[src/rtl/qfind_pkg.sv]
// Shared types for the queue find engine: compare modes, FSM states
// and the count-width helper.
package qfind_pkg;

    typedef enum logic [2:0] {
        MODE_EQ = 3'd0,
        MODE_NE = 3'd1,
        MODE_LT = 3'd2,
        MODE_GT = 3'd3,
        MODE_LE = 3'd4,
        MODE_GE = 3'd5
    } mode_e;

    typedef enum logic [1:0] {
        IDLE = 2'd0,
        SCAN = 2'd1,
        DONE = 2'd2
    } state_e;

    function automatic int cnt_w(input int depth);
        return $clog2(depth + 1);
    endfunction

endpackage

[src/rtl/qfind_cmp.sv]
// One search lane: unsigned predicate entry <op> key, gated by valid.
// Mode codes 6 and 7 never match.
module qfind_cmp
    import qfind_pkg::*;
#(
    parameter int WIDTH = 32
) (
    input  logic [WIDTH-1:0] entry,
    input  logic [WIDTH-1:0] key,
    input  logic [2:0]       mode,
    input  logic             valid,
    output logic             hit
);

    always_comb begin
        hit = 1'b0;
        case (mode)
            MODE_EQ: hit = (entry == key);
            MODE_NE: hit = (entry != key);
            MODE_LT: hit = (entry <  key);
            MODE_GT: hit = (entry >  key);
            MODE_LE: hit = (entry <= key);
            MODE_GE: hit = (entry >= key);
            default: hit = 1'b0;
        endcase
        if (!valid) hit = 1'b0;
    end

endmodule

[src/rtl/queue_find_engine.sv]
// Circular FIFO with a LANES-wide scanning find engine.
// Define QFIND_FIRST_LAST_EN to build first_idx/last_idx/any_found.
module queue_find_engine
    import qfind_pkg::*;
#(
    parameter int WIDTH = 32,
    parameter int DEPTH = 16,
    parameter int LANES = 2
) (
    input  logic                       clk,
    input  logic                       rst_n,
    input  logic                       push_valid,
    input  logic [WIDTH-1:0]           push_data,
    output logic                       push_ready,
    input  logic                       pop_en,
    output logic [WIDTH-1:0]           pop_data,
    output logic [cnt_w(DEPTH)-1:0]    size,
    output logic                       full,
    output logic                       empty,
    input  logic                       find_start,
    input  logic [2:0]                 find_mode,
    input  logic [WIDTH-1:0]           find_key,
`ifdef QFIND_FIRST_LAST_EN
    output logic [$clog2(DEPTH)-1:0]   first_idx,
    output logic [$clog2(DEPTH)-1:0]   last_idx,
    output logic                       any_found,
`endif
    output logic                       find_busy,
    output logic                       find_done,
    output logic [cnt_w(DEPTH)-1:0]    find_count
);

    localparam int CW = cnt_w(DEPTH);
    localparam int AW = $clog2(DEPTH);

    logic [WIDTH-1:0] mem [DEPTH];
    logic [AW-1:0]    rd_q, rd_d, wr_q, wr_d;
    logic [CW-1:0]    size_q, size_d;
    logic             push_ok, pop_ok;

    state_e           state_q;
    logic [CW-1:0]    n_q, pos_q, count_q, hits_cnt;
    logic [AW-1:0]    base_q;
    logic [WIDTH-1:0] key_q;
    logic [2:0]       mode_q;
    logic             busy_q, done_q;
    logic [LANES-1:0] hit;

    assign full       = (size_q == CW'(DEPTH));
    assign empty      = (size_q == '0);
    assign size       = size_q;
    assign push_ready = !full && !busy_q;
    assign pop_data   = empty ? '0 : mem[rd_q];
    assign find_busy  = busy_q;
    assign find_done  = done_q;
    assign find_count = count_q;

    // On empty, pop_ok is false, so push+pop degenerates to push only.
    assign push_ok = push_valid && !full && !busy_q;
    assign pop_ok  = pop_en && !empty && !busy_q;
    assign rd_d    = pop_ok ? rd_q + AW'(1) : rd_q;
    assign wr_d    = push_ok ? wr_q + AW'(1) : wr_q;
    assign size_d  = size_q + CW'(push_ok) - CW'(pop_ok);

    always_ff @(posedge clk) begin
        if (push_ok) mem[wr_q] <= push_data;
    end

    always_ff @(posedge clk or negedge rst_n) begin
        if (!rst_n) begin
            rd_q   <= '0;
            wr_q   <= '0;
            size_q <= '0;
        end else begin
            rd_q   <= rd_d;
            wr_q   <= wr_d;
            size_q <= size_d;
        end
    end

`ifdef QFIND_FIRST_LAST_EN
    logic [AW-1:0] lane_pos [LANES];
    logic [AW-1:0] first_q, first_d, last_q, last_d;
`endif

    for (genvar g = 0; g < LANES; g++) begin : g_lane
        logic [CW-1:0] p;
        logic [AW-1:0] a;
        assign p = pos_q + CW'(g);
        // Addressed from the snapshot base so positions stay queue-relative.
        assign a = base_q + p[AW-1:0];
`ifdef QFIND_FIRST_LAST_EN
        assign lane_pos[g] = p[AW-1:0];
`endif
        qfind_cmp #(.WIDTH(WIDTH)) u_cmp (
            .entry (mem[a]),
            .key   (key_q),
            .mode  (mode_q),
            .valid ((state_q == SCAN) && (p < n_q)),
            .hit   (hit[g])
        );
    end

    always_comb begin
        hits_cnt = '0;
        for (int l = 0; l < LANES; l++) hits_cnt = hits_cnt + CW'(hit[l]);
    end

`ifdef QFIND_FIRST_LAST_EN
    logic seen;
    always_comb begin
        first_d = first_q;
        last_d  = last_q;
        seen    = (count_q != '0);
        for (int l = 0; l < LANES; l++) begin
            if (hit[l]) begin
                if (!seen) first_d = lane_pos[l];
                seen   = 1'b1;
                last_d = lane_pos[l];
            end
        end
    end

    assign first_idx = first_q;
    assign last_idx  = last_q;
    assign any_found = (count_q != '0);
`endif

    always_ff @(posedge clk or negedge rst_n) begin
        if (!rst_n) begin
            state_q <= IDLE;
            n_q     <= '0;
            pos_q   <= '0;
            count_q <= '0;
            base_q  <= '0;
            key_q   <= '0;
            mode_q  <= '0;
            busy_q  <= 1'b0;
            done_q  <= 1'b0;
`ifdef QFIND_FIRST_LAST_EN
            first_q <= '0;
            last_q  <= '0;
`endif
        end else begin
            unique case (state_q)
                IDLE: begin
                    if (find_start) begin
                        n_q     <= size_q;
                        key_q   <= find_key;
                        mode_q  <= find_mode;
                        base_q  <= rd_q;
                        count_q <= '0;
                        pos_q   <= '0;
                        busy_q  <= 1'b1;
`ifdef QFIND_FIRST_LAST_EN
                        first_q <= '0;
                        last_q  <= '0;
`endif
                        if (size_q == '0) begin
                            state_q <= DONE;
                            done_q  <= 1'b1;
                        end else begin
                            state_q <= SCAN;
                        end
                    end
                end
                SCAN: begin
                    count_q <= count_q + hits_cnt;
                    pos_q   <= pos_q + CW'(LANES);
`ifdef QFIND_FIRST_LAST_EN
                    first_q <= first_d;
                    last_q  <= last_d;
`endif
                    if ((CW+1)'(pos_q) + (CW+1)'(LANES) >= (CW+1)'(n_q)) begin
                        state_q <= DONE;
                        done_q  <= 1'b1;
                    end
                end
                DONE: begin
                    state_q <= IDLE;
                    busy_q  <= 1'b0;
                    done_q  <= 1'b0;
                end
                default: begin
                    state_q <= IDLE;
                    busy_q  <= 1'b0;
                    done_q  <= 1'b0;
                end
            endcase
        end
    end

endmodule

[config.mk]
export PLATFORM = sky130hd
export DESIGN_NAME = queue_find_engine
export DESIGN_NICKNAME = d
export VERILOG_FILES = /design/src/rtl/qfind_pkg.sv /design/src/rtl/qfind_cmp.sv /design/src/rtl/queue_find_engine.sv
export SDC_FILE = /design/constraint.sdc
export NUM_CORES = 1
export LEC_CHECK = 0
export CORE_ASPECT_RATIO = 1.75
export CORE_MARGIN = 2
export CORE_UTILIZATION = 50
export DETAILED_ROUTE_END_ITERATION = 8
export HOLD_SLACK_MARGIN = 0.12
export PLACE_DENSITY_LB_ADDON = 0.25
export SKIP_LAST_GASP = 1
export SYNTH_ARGS = -nofsm -noshare
export SYNTH_HDL_FRONTEND = slang
export SYNTH_SLANG_ARGS = --single-unit
[constraint.sdc]
create_clock -name clk -period 9.7 [get_ports clk]
set_input_delay 1.94 -clock clk [delete_from_list [all_inputs] [get_ports clk]]
set_output_delay 1.94 -clock clk [all_outputs]
set_load 0.01 [all_outputs]
==> results.py, run 1 <==
metrics = {
    "global_route": {
        "busiest_layer": "met2",
        "grtUsageMet1_pct": 34.0,
        "grt_max_degree": 151,
        "antenna_found_initial": 3,
        "use_met3_pct": 3.55,
        "grt_first_pass_wirelength_mm": 128,
        "grt_usage_pct": 26.7,
        "grtUsageMet2_pct": 46.5,
        "grt.overflow.total": 0,
        "grt_pass1_vias": 19273,
    },
    "drt": {
        "vias_per_cell": 6.97,
        "drt_iter0_drc": 1992,
        "vias": 18306,
        "drt_first_pass_iters": 5,
        "antenna_left": 0,
        "drc": 0,
        "wl_mm": 86.2,
        "wl_per_cell_um": 32.8,
    },
    "logic_synthesis": {
        "ys_ff_latch": 582,
        "syn_area_um2": 31900,
        "async_flop_share_pct": 12.0,
        "synth_cell_types": 46,
        "synthesis.instances": 1685,
        "yosys.area.top_type": "edfxtp_1",
        "netlist.area_leader.share_pct": 48.2,
        "synth_edf_count": 512,
        "synth_ff_type": "edfxtp_1",
        "synthTopCellsByArea": "edfxtp_1 (48%), mux4_2 (34%), dfrtp_1 (5.5%)",
        "synth_area_per_cell_um2": 18.9,
        "syn_nets": 1850,
        "synth-seq-area-share_pct": 53.7,
        "ys_warn_count": 0,
    },
    "sta": {
        "slew_headroom_pct": 24.4,
        "slew_violations": 0,
        "finalSetupViolations": 0,
        "holdWs_ns": 0.508,
        "final.setup_skew_ns": 0.0163,
        "min_period_over_period_pct": 72.3,
        "finalHoldViolCount": 0,
        "rsz0062_at_grt": "no",
        "finalCriticalPeriod_ns": 7.01,
        "fmax_ghz": 0.143,
        "tightest_slew_ns": 1.13,
        "fin_tns_setup_ns": 0,
    },
    "cts": {
        "cts_buffers": 54,
        "clock_sinks": 582,
        "cts_hold_buf": 0,
        "cts_htree_levels": 2,
        "cts_tree": "done",
        "cts_resized": 0,
        "clock_tree.root_cell": "clkbuf_16",
        "clock_path_buffers": 3,
        "cts_setup_buffers": 0,
        "clock_latency_ns": 0.61,
        "clk_pin_slew_worst_paths_ns": 0.07,
    },
    "die": {
        "fp.dieW_um": 195,
        "core_area_um2": 63200,
        "die-area_um2": 65900,
        "die_y_um": 338,
        "ios": 119,
        "std_cell_rows": 122,
        "start_util_pct": 50.5,
    },
    "hold_path": {
        "min_from": "find_done$_DFFE_PN0P_",
        "worstHoldPathCells": 2,
        "min_path_type": "flop to flop",
        "whs_endpoint": "find_done$_DFFE_PN0P_",
    },
    "power_and_ir_drop": {
        "seqPwrFrac_pct": 22.6,
        "ir_worst_vdd_v": 0.000449,
        "p_comb_share_pct": 62.0,
        "p_switching_uw": 5670,
        "p_clk_share_pct": 15.4,
        "switching_share_pct": 39.2,
        "p_per_area_nw_per_um2": 404,
        "power.leakage_uw": 0.0117,
        "intPower_uw": 8810,
    },
    "layout": {
        "fillCellCount": 4758,
        "syn2layout_area_growth_pct": 12.3,
        "nets": 1937,
        "drive_gt1_share_pct": 35.4,
        "final-seq-area_um2": 17100,
        "multi_input_area_um2": 14100,
    },
    "setup_path": {
        "worstSetupEndpointType": "flop",
        "start_kind": "flop",
        "crit_required_ns": 10.21,
        "r2r_start": "base_q[0]$_DFFE_PN0P_",
        "cp_max_fo": 53,
        "worstPathArrival_ns": 7.52,
        "worst_r2r_path_depth": 16,
        "r2r_end": "find_count[4]$_DFFE_PN0P_",
        "r2r_slack_ns": 2.69,
        "path_class": "flop to flop",
    },
    "place": {
        "io_buffers": 118,
        "dp_hpwl_mm": 52.3,
        "gp_congestion": 0.826,
    },
    "job": {
        "drv_cap": 0,
    },
    "run_status": {
        "status": "finished, final reports clean",
    },
}
[state kept, by name, summed over array words and instances, names as in the netlist]
| signal | cells |
|---|---|
| mem | 512 |
| key_q | 32 |
| find_count | 5 |
| n_q | 5 |
| size | 5 |
| base_q | 4 |
| pos_q | 4 |
| rd_q | 4 |
| wr_q | 4 |
| mode_q | 3 |
| state_q | 2 |
| find_busy | 1 |
| find_done | 1 |
[layer usage]
| metal | vias up | wire length, um | part of all wire, % |
|---|---|---|---|
| met1 | 9849 | 31000 | 36 |
| met5 | - | 30 | 0.035 |
| li1 | 7387 | - | - |
| met4 | 4 | 3870 | 4.5 |
| met2 | 862 | 45300 | 53 |
| met3 | 204 | 6000 | 7.0 |
[stage by stage]
step                instances  area (um^2)  utilization (%)  setup slack [ns]  power [uW]
floorplan                1685        31900                -              3.96        9700
global route             2625        35800             56.7              2.31       15300
detailed placement       2522        34000             53.7              2.63       12400
CTS                      2624        35800             56.7              2.60       14600
finish                   2625        35800             56.7              2.69       14500
global placement         2522        34000             53.7              2.62       12200
[cells by family after synthesis]
| family | share of synthesized area, % |
|---|---|
| flops | 53.7 |
| mux | 34.1 |
| simple gates | 3.06 |
| buf+inv | 2.65 |
| compound gates | 2.18 |
| fa+ha+maj | 3.72 |
| xor+xnor | 0.651 |
[cell type report]
type                            instances  share of cell area [%]
Multi-Input combinational cell        923                    39.4
Clock buffer                           68                    4.18
Sequential cell                       582                    47.8
Timing Repair Buffer                  158                    4.23
Antenna cell                            1                 0.00698
Tap cell                              806                    2.81
Inverter                               53                   0.555
Clock inverter                         34                    1.02
[worst max-delay path, stage by stage, from the launching register on]
cell and delay, ns:
dfrtp_4 0.80, fa_4 1.32, buf_12 0.43, mux4_2 0.59
mux4_2 0.48, ha_1 0.40, nand4_1 0.28, nor4_1 0.64
o41a_1 0.33, nor2_1 0.14, xnor2_1 0.15, a221oi_1 0.43
fa_1 0.28, ha_1 0.17, nand3_1 0.09, xor2_1 0.15
o21ai_0 0.15
[worst max-delay path by stage]
stage | cells past startpoint | to | from
after global routing | 16 | find_count[4]$_DFFE_PN0P_ | base_q[0]$_DFFE_PN0P_
after CTS | 16 | find_count[4]$_DFFE_PN0P_ | base_q[0]$_DFFE_PN0P_
final | 16 | find_count[4]$_DFFE_PN0P_ | base_q[0]$_DFFE_PN0P_
after detailed placement | 16 | find_count[4]$_DFFE_PN0P_ | base_q[0]$_DFFE_PN0P_
after floorplan | 23 | find_count[4]$_DFFE_PN0P_ | base_q[0]$_DFFE_PN0P_
after global placement | 16 | find_count[4]$_DFFE_PN0P_ | base_q[0]$_DFFE_PN0P_
[power by group through the flow]
stage | registers [uW] | logic [uW] | clock network [uW]
final | 3270 | 8980 | 2240
after global routing | 3310 | 9590 | 2360
after CTS | 3270 | 9080 | 2270
after detailed placement | 3320 | 9030 | 0
after global placement | 3310 | 8940 | 0
after floorplan | 3160 | 6540 | 0
[layout by cell type (no fill, tap or decap), types with 4 or more instances in the layout]
cell / synthesis / routed
edfxtp_1: 512 / 512
mux4_2: 480 / 480
clkdlybuf4s50_1: 0 / 117
nand2_1: 92 / 92
ha_1: 90 / 89
dfrtp_1: 70 / 65
clkbuf_16: 0 / 57
o21ai_0: 54 / 54
inv_1: 53 / 53
nor2b_1: 38 / 38
buf_4: 1 / 38
a21oi_1: 33 / 33
nand4_1: 17 / 17
clkinv_2: 0 / 16
nand3_1: 15 / 15
nor2_4: 0 / 12
xnor2_1: 14 / 11
a21o_1: 10 / 10
nor2_1: 22 / 10
clkbuf_1: 62 / 8
bufinv_16: 0 / 7
xor2_1: 6 / 6
o21a_1: 6 / 6
clkinv_4: 0 / 5
o211ai_1: 4 / 4
mux2i_1: 4 / 4
nor3_2: 0 / 4
clkinv_1: 0 / 4
[synthesized netlist by cell type, types with 14 or more instances]
master and n:
xnor2_1 14, mux4_2 480, nor2b_1 38, nand3_1 15, nor2_1 22, nand4_1 17
dfrtp_1 70, inv_1 53, buf_6 16, ha_1 90, edfxtp_1 512, nand2_1 92
buf_2 36, clkbuf_1 62, o21ai_0 54, a21oi_1 33
Note: power is estimated with default switching activity, not from simulation.
==> run 2, diff against run 1 <==
==> constraint.sdc (replaced) <==
create_clock -name clk -period 6.9 [get_ports clk]
set_input_delay 1.38 -clock clk [delete_from_list [all_inputs] [get_ports clk]]
set_output_delay 1.38 -clock clk [all_outputs]
set_load 0.01 [all_outputs]
==> results.py, run 2 (synthesis results as in run 1) <==
metrics = {
    "setup_path": {
        "crit_chain": "fa_4, buf_12, mux4_2, mux4_2, ha_1, nand4_1, nor4_1, buf_4, o41a_1, nor2_1, xnor2_1, a221oi_1, fa_1, ha_1, nand3_1, xor2_1, o21ai_0",
        "cp_slowest_cell": "fa_4",
        "worstPathArrival_ns": 6.91,
        "crit_required_ns": 7.43,
        "cpPeakStageDelay_ns": 1.13,
        "worstSetupEndpointType": "flop",
        "cp_max_fo": 44,
        "path_class": "flop to flop",
        "start_kind": "flop",
    },
    "die": {
        "ios": 119,
        "fp.dieW_um": 195,
        "start_util_pct": 50.5,
        "die_y_um": 338,
        "std_cell_rows": 122,
        "core_area_um2": 63200,
        "die-area_um2": 65900,
    },
    "cts": {
        "cts_htree_levels": 2,
        "clock_latency_ns": 0.62,
        "cts_tree": "done",
        "clock_sinks": 582,
        "cts_resized": 0,
        "clock_path_buffers": 3,
        "cts_setup_buffers": 0,
        "cts_hold_buf": 0,
        "clk_pin_slew_worst_paths_ns": 0.07,
        "cts_buffers": 54,
        "clock_tree.root_cell": "clkbuf_16",
    },
    "drt": {
        "drc": 0,
        "vias": 18369,
        "drt_iter0_drc": 1999,
        "wl_mm": 86.6,
        "vias_per_cell": 6.97,
        "wl_per_cell_um": 32.9,
        "antenna_left": 0,
        "drt_first_pass_iters": 5,
    },
    "place": {
        "io_buffers": 118,
        "dp_cells": 2533,
        "gp_congestion": 0.821,
        "dpl-instance-area_um2": 34100,
        "dp_hpwl_mm": 52.9,
    },
    "layout": {
        "final_cell_mix": "edfxtp_1 (512), mux4_2 (480), clkdlybuf4s50_1 (117), nand2_1 (92), ha_1 (89)",
        "syn2layout_area_growth_pct": 12.8,
        "reg_top3": "mem x512, key_q x32",
        "postLayoutCoreUtil_pct": 56.9,
        "final_cells": 2634,
        "largest-register": "mem",
        "multi_input_area_um2": 14100,
        "final-seq-area_um2": 17100,
        "fillCellCount": 4757,
        "nets": 1948,
        "largest_reg_flops": 512,
        "drive_gt1_share_pct": 35.7,
        "fin_area_um2": 36000,
        "layout.cells.most_common": "edfxtp_1",
    },
    "sta": {
        "slew_headroom_pct": 20.5,
        "fin_tns_setup_ns": 0,
        "finalSetupViolations": 0,
        "finalCriticalPeriod_ns": 6.38,
        "slew_violations": 0,
        "rsz0062_at_grt": "no",
        "final.setup_skew_ns": 0.0264,
        "finalHoldViolCount": 0,
        "fmax_ghz": 0.157,
        "min_period_over_period_pct": 92.5,
        "tightest_slew_ns": 1.19,
    },
    "global_route": {
        "grt_first_pass_wirelength_mm": 129,
        "grt_max_degree": 121,
        "antenna_found_initial": 2,
        "grt_usage_pct": 26.9,
        "grt.overflow.total": 0,
        "grt_pass1_vias": 19608,
    },
    "power_and_ir_drop": {
        "power.leakage_uw": 0.0118,
        "p_total_uw": 20500,
        "ir_worst_vdd_v": 0.000493,
        "p_per_area_nw_per_um2": 570,
    },
    "hold_path": {
        "min_path_type": "flop to flop",
    },
    "run_status": {
        "status": "finished, final reports clean",
    },
    "job": {
        "drv_cap": 0,
    },
}
## run 2: cell type report
cell class | count | share of cell area (%)
clock inverters | 38 | 1.19
well taps | 806 | 2.80
multi-input cells | 923 | 39.2
clock buffers | 62 | 4.02
flip-flops and latches | 582 | 47.6
repair buffers | 169 | 4.62
diodes | 1 | 0.00695
inverters | 53 | 0.553
## run 2: per-layer routing
layer / wire (um) / global-route usage, % / part of all wire, %
met2: 45800 / 47.1 / 53
met3: 6310 / 3.38 / 7.3
met1: 30800 / 33.8 / 36
met5: 10 / 0 / 0.012
met4: 3750 / 11.2 / 4.3
## run 2: critical path, delay by kind of cell (launching register included)
kind,cells,cell delay [ns]
AOI/OAI and AO/OA,3,0.78
xor gates and xnor gates,2,0.29
adders and majority gates,4,1.94
buffers and inverters,2,0.63
DFF,1,0.63
muxes,2,1.10
and+or+nand+nor,4,0.90
## run 2: per-stage QoR
stage / setup WS (ns) / hold slack (ns)
2_1_floorplan: 1.16 / 0.470
3_3_place_gp: 0.522 / 0.485
3_5_place_dp: 0.476 / 0.498
4_1_cts: 0.445 / 0.515
5_1_grt: 0.138 / 0.521
6_report: 0.519 / 0.508
## run 2: report_power, final
| group | internal [uW] | switching (uW) |
|---|---|---|
| sequential | 4220 | 513 |
| combinational | 6480 | 6130 |
| clock | 1810 | 1350 |
| total | 12500 | 8000 |
## run 2: worst paths after layout
kind	to	slack (ns)	cells past startpoint	from
worst max register to register	find_count[4]$_DFFE_PN0P_	0.52	17	base_q[0]$_DFFE_PN0P_
worst min-delay path	find_done$_DFFE_PN0P_	0.51	2	find_done$_DFFE_PN0P_
worst max-delay path	find_count[4]$_DFFE_PN0P_	0.52	17	base_q[0]$_DFFE_PN0P_
worst min register to register	find_done$_DFFE_PN0P_	0.51	2	find_done$_DFFE_PN0P_
max in group asynchronous	rd_q[1]$_DFFE_PN0P_	5.03	2	rst_n
min in group asynchronous	key_q[28]$_DFFE_PN0P_	0.59	1	rst_n
